**config.mk**
```make
export PLATFORM = sky130hd
export DESIGN_NAME = if_fetch_stage
export DESIGN_NICKNAME = d
export VERILOG_FILES = /design/src/rtl/ctrl_encode_def_pkg.sv /design/src/rtl/if_id_reg.sv /design/src/rtl/if_fetch_stage.sv
export SDC_FILE = /design/constraint.sdc
export NUM_CORES = 1
export LEC_CHECK = 0
export CORE_MARGIN = 2
export CORE_UTILIZATION = 45
export CTS_CLUSTER_DIAMETER = 30
export CTS_CLUSTER_SIZE = 30
export DETAILED_ROUTE_END_ITERATION = 12
export GPL_ROUTABILITY_DRIVEN = 0
export HOLD_SLACK_MARGIN = 0.03
export PLACE_DENSITY = 0.84
export REMOVE_ABC_BUFFERS = 1
export SYNTH_ARGS = -nofsm -noshare
export SYNTH_HDL_FRONTEND = slang
export SYNTH_SLANG_ARGS = --single-unit
```
**constraint.sdc**
```tcl
create_clock -name clk -period 1.7 [get_ports clk]
set_clock_uncertainty 0.2 [all_clocks]
set_input_delay 0.17 -clock clk [delete_from_list [all_inputs] [get_ports clk]]
set_output_delay 0.17 -clock clk [all_outputs]
set_load 0.01 [all_outputs]
```
**src/rtl/ctrl_encode_def_pkg.sv**
```systemverilog
// ctrl_encode_def_pkg: shared control encodings for the fetch path and next-PC selection
package ctrl_encode_def_pkg;
   localparam logic [31:0] RESET_PC_DEF  = 32'h0000_0000;
   localparam logic [31:0] NOP_INSTR_DEF = 32'h0000_0013;
   localparam logic [2:0]  NPC_PLUS4     = 3'd0;
   localparam logic [2:0]  NPC_BRANCH    = 3'd1;
   localparam logic [2:0]  NPC_JUMP      = 3'd2;
   localparam logic [2:0]  NPC_JALR      = 3'd3;
   typedef enum logic [1:0] {ST_FETCH, ST_HOLD, ST_DRAIN} fetch_state_e;
endpackage

```
**src/rtl/if_id_reg.sv**
```systemverilog
// if_id_reg: IF/ID pipeline register, flush beats hold beats load
module if_id_reg
   import ctrl_encode_def_pkg::*;
#(
   parameter logic [31:0] NOP_INSTR = NOP_INSTR_DEF
) (
   input  logic        clk,
   input  logic        rst,
   input  logic        i_load,
   input  logic        i_flush,
   input  logic        i_hold,
   input  logic [31:0] i_pc,
   input  logic [31:0] i_instr,
   output logic [31:0] o_pc,
   output logic [31:0] o_instr,
   output logic        o_valid
);
   // flush inserts a NOP bubble; a held entry keeps its contents
   always_ff @(posedge clk) begin
      if (rst) begin
         o_pc    <= 32'h0;
         o_instr <= NOP_INSTR;
         o_valid <= 1'b0;
      end else if (i_flush) begin
         o_instr <= NOP_INSTR;
         o_valid <= 1'b0;
      end else if (i_load && !i_hold) begin
         o_pc    <= i_pc;
         o_instr <= i_instr;
         o_valid <= 1'b1;
      end
   end
endmodule

```
**src/rtl/if_fetch_stage.sv**
```systemverilog
// if_fetch_stage: PC register, fetch FSM, stall hold buffer and redirect drain
module if_fetch_stage
   import ctrl_encode_def_pkg::*;
#(
   parameter logic [31:0] RESET_PC  = RESET_PC_DEF,
   parameter logic [31:0] NOP_INSTR = NOP_INSTR_DEF
) (
   input  logic        clk,
   input  logic        rst,
   input  logic [31:0] npc,
   input  logic        redirect,
   input  logic        stall,
   output logic [31:0] pc_out,
   output logic        imem_req,
   output logic [31:0] imem_addr,
   input  logic        imem_ready,
   input  logic [31:0] imem_rdata,
   output logic [31:0] ifid_pc,
   output logic [31:0] ifid_instr,
   output logic        ifid_valid
);
   fetch_state_e r_state, w_next;
   logic [31:0]  r_pc, r_redir, r_hpc, r_hinstr, w_in_pc, w_in_instr;
   logic         r_pend, w_xfer, w_wait, w_load, w_flush;

   assign pc_out    = r_pc;
   assign imem_addr = r_pc;
   assign w_xfer    = imem_req && imem_ready;
   assign w_wait    = imem_req && !imem_ready;

   // state register
   always_ff @(posedge clk) begin
      r_state <= rst ? ST_FETCH : w_next;
   end

   // next state: an unaccepted request under redirect must drain before the target is fetched
   always_comb begin
      w_next = ST_FETCH;
      case (r_state)
         ST_FETCH: w_next = (redirect && w_wait) ? ST_DRAIN :
                            (!redirect && w_xfer && stall) ? ST_HOLD : ST_FETCH;
         ST_HOLD:  w_next = (redirect || !stall) ? ST_FETCH : ST_HOLD;
         ST_DRAIN: w_next = w_xfer ? ST_FETCH : ST_DRAIN;
         default:  w_next = ST_FETCH;
      endcase
   end

   // outputs: request and IF/ID controls; an outstanding request survives a stall
   always_comb begin
      imem_req   = !rst && ((r_state == ST_DRAIN) || (r_state == ST_FETCH && (!stall || r_pend)));
      w_load     = (r_state == ST_FETCH && w_xfer) || (r_state == ST_HOLD);
      w_flush    = redirect || (r_state == ST_DRAIN) || (r_state == ST_FETCH && !w_xfer && !stall);
      w_in_pc    = (r_state == ST_HOLD) ? r_hpc : r_pc;
      w_in_instr = (r_state == ST_HOLD) ? r_hinstr : imem_rdata;
   end

   // PC, pending flag, redirect target and hold buffer
   always_ff @(posedge clk) begin
      if (rst) begin
         r_pc     <= RESET_PC;
         r_redir  <= 32'h0;
         r_hpc    <= 32'h0;
         r_hinstr <= 32'h0;
         r_pend   <= 1'b0;
      end else begin
         r_pend <= w_wait;
         if (r_state == ST_FETCH) begin
            if (redirect && w_wait) r_redir <= npc;
            else if (redirect || w_xfer) r_pc <= npc;
            if (!redirect && w_xfer && stall) begin
               r_hpc    <= r_pc;
               r_hinstr <= imem_rdata;
            end
         end
         if (r_state == ST_HOLD && redirect) r_pc <= npc;
         if (r_state == ST_DRAIN) begin
            if (w_xfer) r_pc <= redirect ? npc : r_redir;
            if (redirect) r_redir <= npc;
         end
      end
   end

   if_id_reg #(.NOP_INSTR(NOP_INSTR)) u_if_id_reg (
      .clk     (clk),
      .rst     (rst),
      .i_load  (w_load),
      .i_flush (w_flush),
      .i_hold  (stall),
      .i_pc    (w_in_pc),
      .i_instr (w_in_instr),
      .o_pc    (ifid_pc),
      .o_instr (ifid_instr),
      .o_valid (ifid_valid)
   );
endmodule

```
; Yosys cells after proc, flatten, opt, wreduce, memory -nomap -nowiden
; Index checks and enable logic that the tools add are counted.
[word_totals]
input_bits = 69
output_inout_bits = 130
register_bits = 196
[classes]
n_eq_ne = 2
n_bitwise = 1
n_mux = 18
reduce_logical = 28
[op_table]
columns = op, n
row1 = 32-bit 2-to-1 mux, 13
row2 = 1-bit logical AND, 12
row3 = 1-bit logical OR, 7
row4 = 2-bit one-hot mux with 3 select lines, 1
row5 = 1-bit logical NOT, 5
row6 = 2-bit 2-to-1 mux, 2
row7 = 2-bit AND reduction, 2
row8 = 2-bit by 1-bit equality test with 1-bit output (second input constant), 1
row9 = 2-bit equality test (second input constant), 1
row10 = 2-bit logical NOT, 1
row11 = 1-bit 2-to-1 mux, 2
row12 = 2-bit OR reduction, 1
row13 = 1-bit NOT, 1

; Longest topological paths before layout
[depth]
word_depth = 13
mapped_depth = 7

; Modules after synthesis
; A second synthesis with hierarchy kept.
[unflattened]
cells_unflattened = 992
area_unflattened_um2 = 8583.2
[modules_own_cells]
columns = mod, seq_area_each_um2, n_inst, cells_per_inst, area_per_inst_um2
row1 = if_fetch_stage, 2622.5, 1, 706, 6314.8
row2 = if_id_reg, 1301.2, 1, 286, 2268.4

; Worst setup path after synthesis
; No wires, ideal clock.
[synth_timing]
path_type = register to register
start = reg r_state[0]
end = reg r_pc[10] (netlist: imem_addr[10])
required_time_ns = 1.378
t_arrival_ns = 1.467
path_buffers = 3
path_slack_ns = -0.089
synth_period_minus_slack_ns = 1.789
setup_ns = 0.122
path_stages_with_launch = 7
path_cell_list = dfxtp_1 buf_2 nand2b_1 clkbuf_1 clkbuf_1 nor3_1 a221o_1
[synth_between]
elab_chain_len = 12
word_cells_on_any_way = 17
[synth_rtl]
columns = element, line
row1 = from (decl), if_fetch_stage.sv:22  ; fetch_state_e r_state, w_next;
row2 = from (signal assigned), if_fetch_stage.sv:33  ; r_state <= rst ? ST_FETCH : w_next;
row3 = 2-bit logical NOT, "if_fetch_stage.sv:50, if_fetch_stage.sv:67"
row4 = 1-bit logical AND, if_fetch_stage.sv:50  ; imem_req = !rst && ((r_state == ST_DRAIN) || (r_state == ST_FETCH && (!stall || r_pend)));
row5 = 1-bit logical OR, if_fetch_stage.sv:50
row6 = 1-bit logical AND, if_fetch_stage.sv:50
row7 = 1-bit logical AND, if_fetch_stage.sv:28  ; assign w_xfer = imem_req && imem_ready;
row8 = 1-bit logical OR, if_fetch_stage.sv:69  ; else if (redirect || w_xfer) r_pc <= npc;
row9 = 32-bit 2-to-1 mux, if_fetch_stage.sv:69
row10 = 32-bit 2-to-1 mux, if_fetch_stage.sv:68  ; if (redirect && w_wait) r_redir <= npc;
row11 = 32-bit 2-to-1 mux, if_fetch_stage.sv:67  ; if (r_state == ST_FETCH) begin
row12 = 32-bit 2-to-1 mux, if_fetch_stage.sv:75  ; if (r_state == ST_HOLD && redirect) r_pc <= npc;
row13 = 32-bit 2-to-1 mux, if_fetch_stage.sv:77  ; if (w_xfer) r_pc <= redirect ? npc : r_redir;
row14 = 32-bit 2-to-1 mux (*), if_fetch_stage.sv:76  ; if (r_state == ST_DRAIN) begin
row15 = to (signal assigned), if_fetch_stage.sv:69
row16 = to (signal assigned), if_fetch_stage.sv:75
row17 = to (signal assigned), if_fetch_stage.sv:77
row18 = to (decl), if_fetch_stage.sv:23  ; logic [31:0] r_pc, r_redir, r_hpc, r_hinstr, w_in_pc, w_in_instr;
; Mark *: on every way between the ends. The rest lies on a longest branch, timed or not.
; A chain may end at the register's enable or synchronous reset.

; Worst setup path after layout
[layout_timing]
start = reg r_state[1]
end = reg r_pc[4] (netlist: imem_addr[4])
; Same word-level chain as after synthesis.

==> flow_metrics.tcl <==
set metrics [dict create \
    die_h_um 141 \
    status "complete, but fails checks" \
    fin_nets 1141 \
    num_antenna_cells 0 \
    clock_path_buffers 2 \
    drv_cap 0 \
    drive_gt1_frac 0.291 \
    drc 0 \
    ys_ff_latch 196 \
    min_path_type "input port to flop" \
    reg2reg_slack_ps -130 \
    gr-max-usage-layer "met2" \
    violations "negative setup slack" \
    dr.pass1.iters 5 \
    synth_area_leaders "dfxtp_1 (46%), mux2i_1 (19%), nor2_1 (7.4%)" \
    slew_headroom 0.641 \
    vdd_drop_max_v 0.000686 \
    rsz0062_at_grt "true" \
    fillCellCount 1293 \
    finalHoldViolations 0 \
    yosys_warnings 0 \
    dieArea_sq_um 20000 \
    crit_start "r_state[1]$_SDFF_PP0_" \
    hpwl_mm 14.5 \
    finalPower_w 0.0108 \
    insertion_delay_ps 430 \
    crit_path_start_kind "flop" \
    cts_buffers 17 \
    globalRouteMet2Util 0.390 \
    ios 199 \
    postRouteWirelength_mm 28.2 \
    drt-initial-drc-count 397 \
    hold_depth 3 \
    r2r_cells 6 \
    htreeDepth 4 \
    grt_util_met1 0.282 \
    ys_types 35 \
    cts_root_buf "clkbuf_16" \
    yosysSeqAreaShare 0.462 \
    core_area_sq_um 18600 \
    wire_per_inst_um 21.4 \
    r2r_start "r_state[1]$_SDFF_PP0_" \
    grt_pass1_vias 6942 \
    fin_ws_ps -130 \
    crit_arrival_ps 2000 \
    grt-ovfl-total 0 \
    ant_nets 0 \
    synth_cells 860 \
    grt_use_met3 0.0408 \
    cts_tree "done" \
    r2r-end "imem_addr[4]$_SDFF_PP0_" \
    post-route-min-period_ps 1830 \
    required_ps 1870 \
    via_count 7628 \
    whs_ps 57.3 \
    clk_pin_slew_ps 70 \
    synth_top_area_frac 0.462 \
    die_width_um 141 \
    slew_viol_final 0 \
    track_usage 0.227 \
    antenna_found_initial 0 \
    grt_pass1_wl_mm 36.2 \
    syn_area_per_cell_sq_um 9.88 \
    fin_crit_sh 1.08 \
    synth_top_area_cell "dfxtp_1" \
    std_cell_rows 50 \
    path_class "flop to flop" \
    syn_to_final_growth_pct 53.6 \
    synth_area_sq_um 8490 \
    cp-end-kind "flop" \
    setup_viol 134 \
    clock-sinks 196 \
    io_buffers 198 \
    viasPerCell 5.78 \
    min_to "r_hpc[15]$_SDFFE_PP0P_" \
    power_density_nw_per_um2 830 \
    fmax_ghz 0.547 \
    crit_fanout 8 \
    grt_max_degree 103 \
    leakagePower_nw 6.45 \
    start_util 0.456 \
    min_from "rst" \
    worstMarginPinSlew_ps 538 \
]
## per-layer routing
| metal | vias up | wire [um] | part of all wire |
|---|---|---|---|
| met1 | 3729 | 11500 | 0.41 |
| met5 | - | 0 | 0 |
| met3 | 67 | 1700 | 0.060 |
| met4 | 0 | 795 | 0.028 |
| met2 | 324 | 14200 | 0.50 |
| li1 | 3508 | - | - |
## kinds of logic (layout without fill, tap and decap cells)
family | after synthesis | count (layout) | share of synthesized area
and+or+nand+nor | 225 | 225 | 0.115
DFF | 196 | 196 | 0.462
AOI/OAI and AO/OA | 173 | 173 | 0.165
muxes | 159 | 159 | 0.187
buffers and inverters | 107 | 332 | 0.0710
## cells in the final DEF, fill, tap and decap left out, types with 31 or more instances in the layout
cell type	count
dlymetal6s2s_1	31
nor2_1	144
clkdlybuf4s50_1	72
buf_4	38
clkbuf_16	31
a221o_1	31
dfxtp_2	32
dlygate4sd2_1	92
a211oi_2	37
dfxtp_1	162
mux2i_1	153
## critical path, cell delays in order, from the launching register on
cell	delay, ps
dfxtp_4	410
nor3b_4	60
buf_4	140
or3_4	400
clkbuf_16	210
nor3_2	220
a221o_1	130
## cell usage after synthesis (all sizes together)
library cell	n
a21boi	1
a21o	1
a221o	31
nor2	167
nand4b	2
o21ai	3
nor4	2
and3b	1
nor4b	1
a311oi	1
or3	1
nand2	2
a21oi	34
inv	1
dfxtp	196
a211o	3
o21bai	1
nand2b	5
o2bb2ai	31
buf	71
nand3	3
mux2i	159
a21bo	2
a2111oi	1
nor2b	4
nor3b	3
a211oi	64
clkbuf	35
nor3	33
and2b	1
## layout make-up
type | instances | area (sq um) | share of cell area
Clock buffer | 17 | 425 | 0.0326
Sequential cell | 196 | 3970 | 0.304
Multi-Input combinational cell | 557 | 4760 | 0.365
Clock inverter | 15 | 190 | 0.0146
Timing Repair Buffer | 299 | 3400 | 0.261
Inverter | 1 | 6.26 | 0.000480
Tap cell | 234 | 293 | 0.0224
## what timing repair did
item | 4_1_cts | 5_1_grt
endpoints found under the hold margin | 8 | 0
resized for setup | 147 | 206
setup buffers | 8 | 9
pin swaps | 21 | 75
cloned | 5 | 19
hold buffers | 3 | 0
setup endpoints to repair | 280 | 223
## power breakdown
part | internal [W] | switching (W) | leakage [nW]
Clock | 0.00225 | 0.00194 | 0.299
Sequential | 0.00476 | 0.000154 | 1.60
Combinational | 0.000855 | 0.000879 | 4.54
## per-stage QoR
step	std cells	worst slack (ps)	area (sq um)	setup TNS [ps]	utilization
2_1_floorplan	754	-2720	7900	-381020	-
4_1_cts	1294	-46.5	11800	-1580	0.631
3_3_place_gp	1246	-460	10900	-76940	0.585
5_1_grt	1319	-193	13000	-15620	0.700
6_report	1319	-130	13000	-6060	0.700
3_5_place_dp	1246	-515	10900	-80760	0.585
## how the worst max path moves through the flow
stage,to,slack (ps),cells past startpoint
final,imem_addr[4]$_SDFF_PP0_,-130,6
after CTS,imem_addr[27]$_SDFF_PP0_,-50,6
after global routing,imem_addr[4]$_SDFF_PP0_,-190,6
after detailed placement,u_if_id_reg.o_pc[27]$_SDFFE_PP0P_,-520,6
after floorplan,r_hinstr[0]$_SDFFE_PP0P_,-2720,4
after global placement,r_hpc[12]$_SDFFE_PP0P_,-460,6
Power figures use the tool's default switching activity.
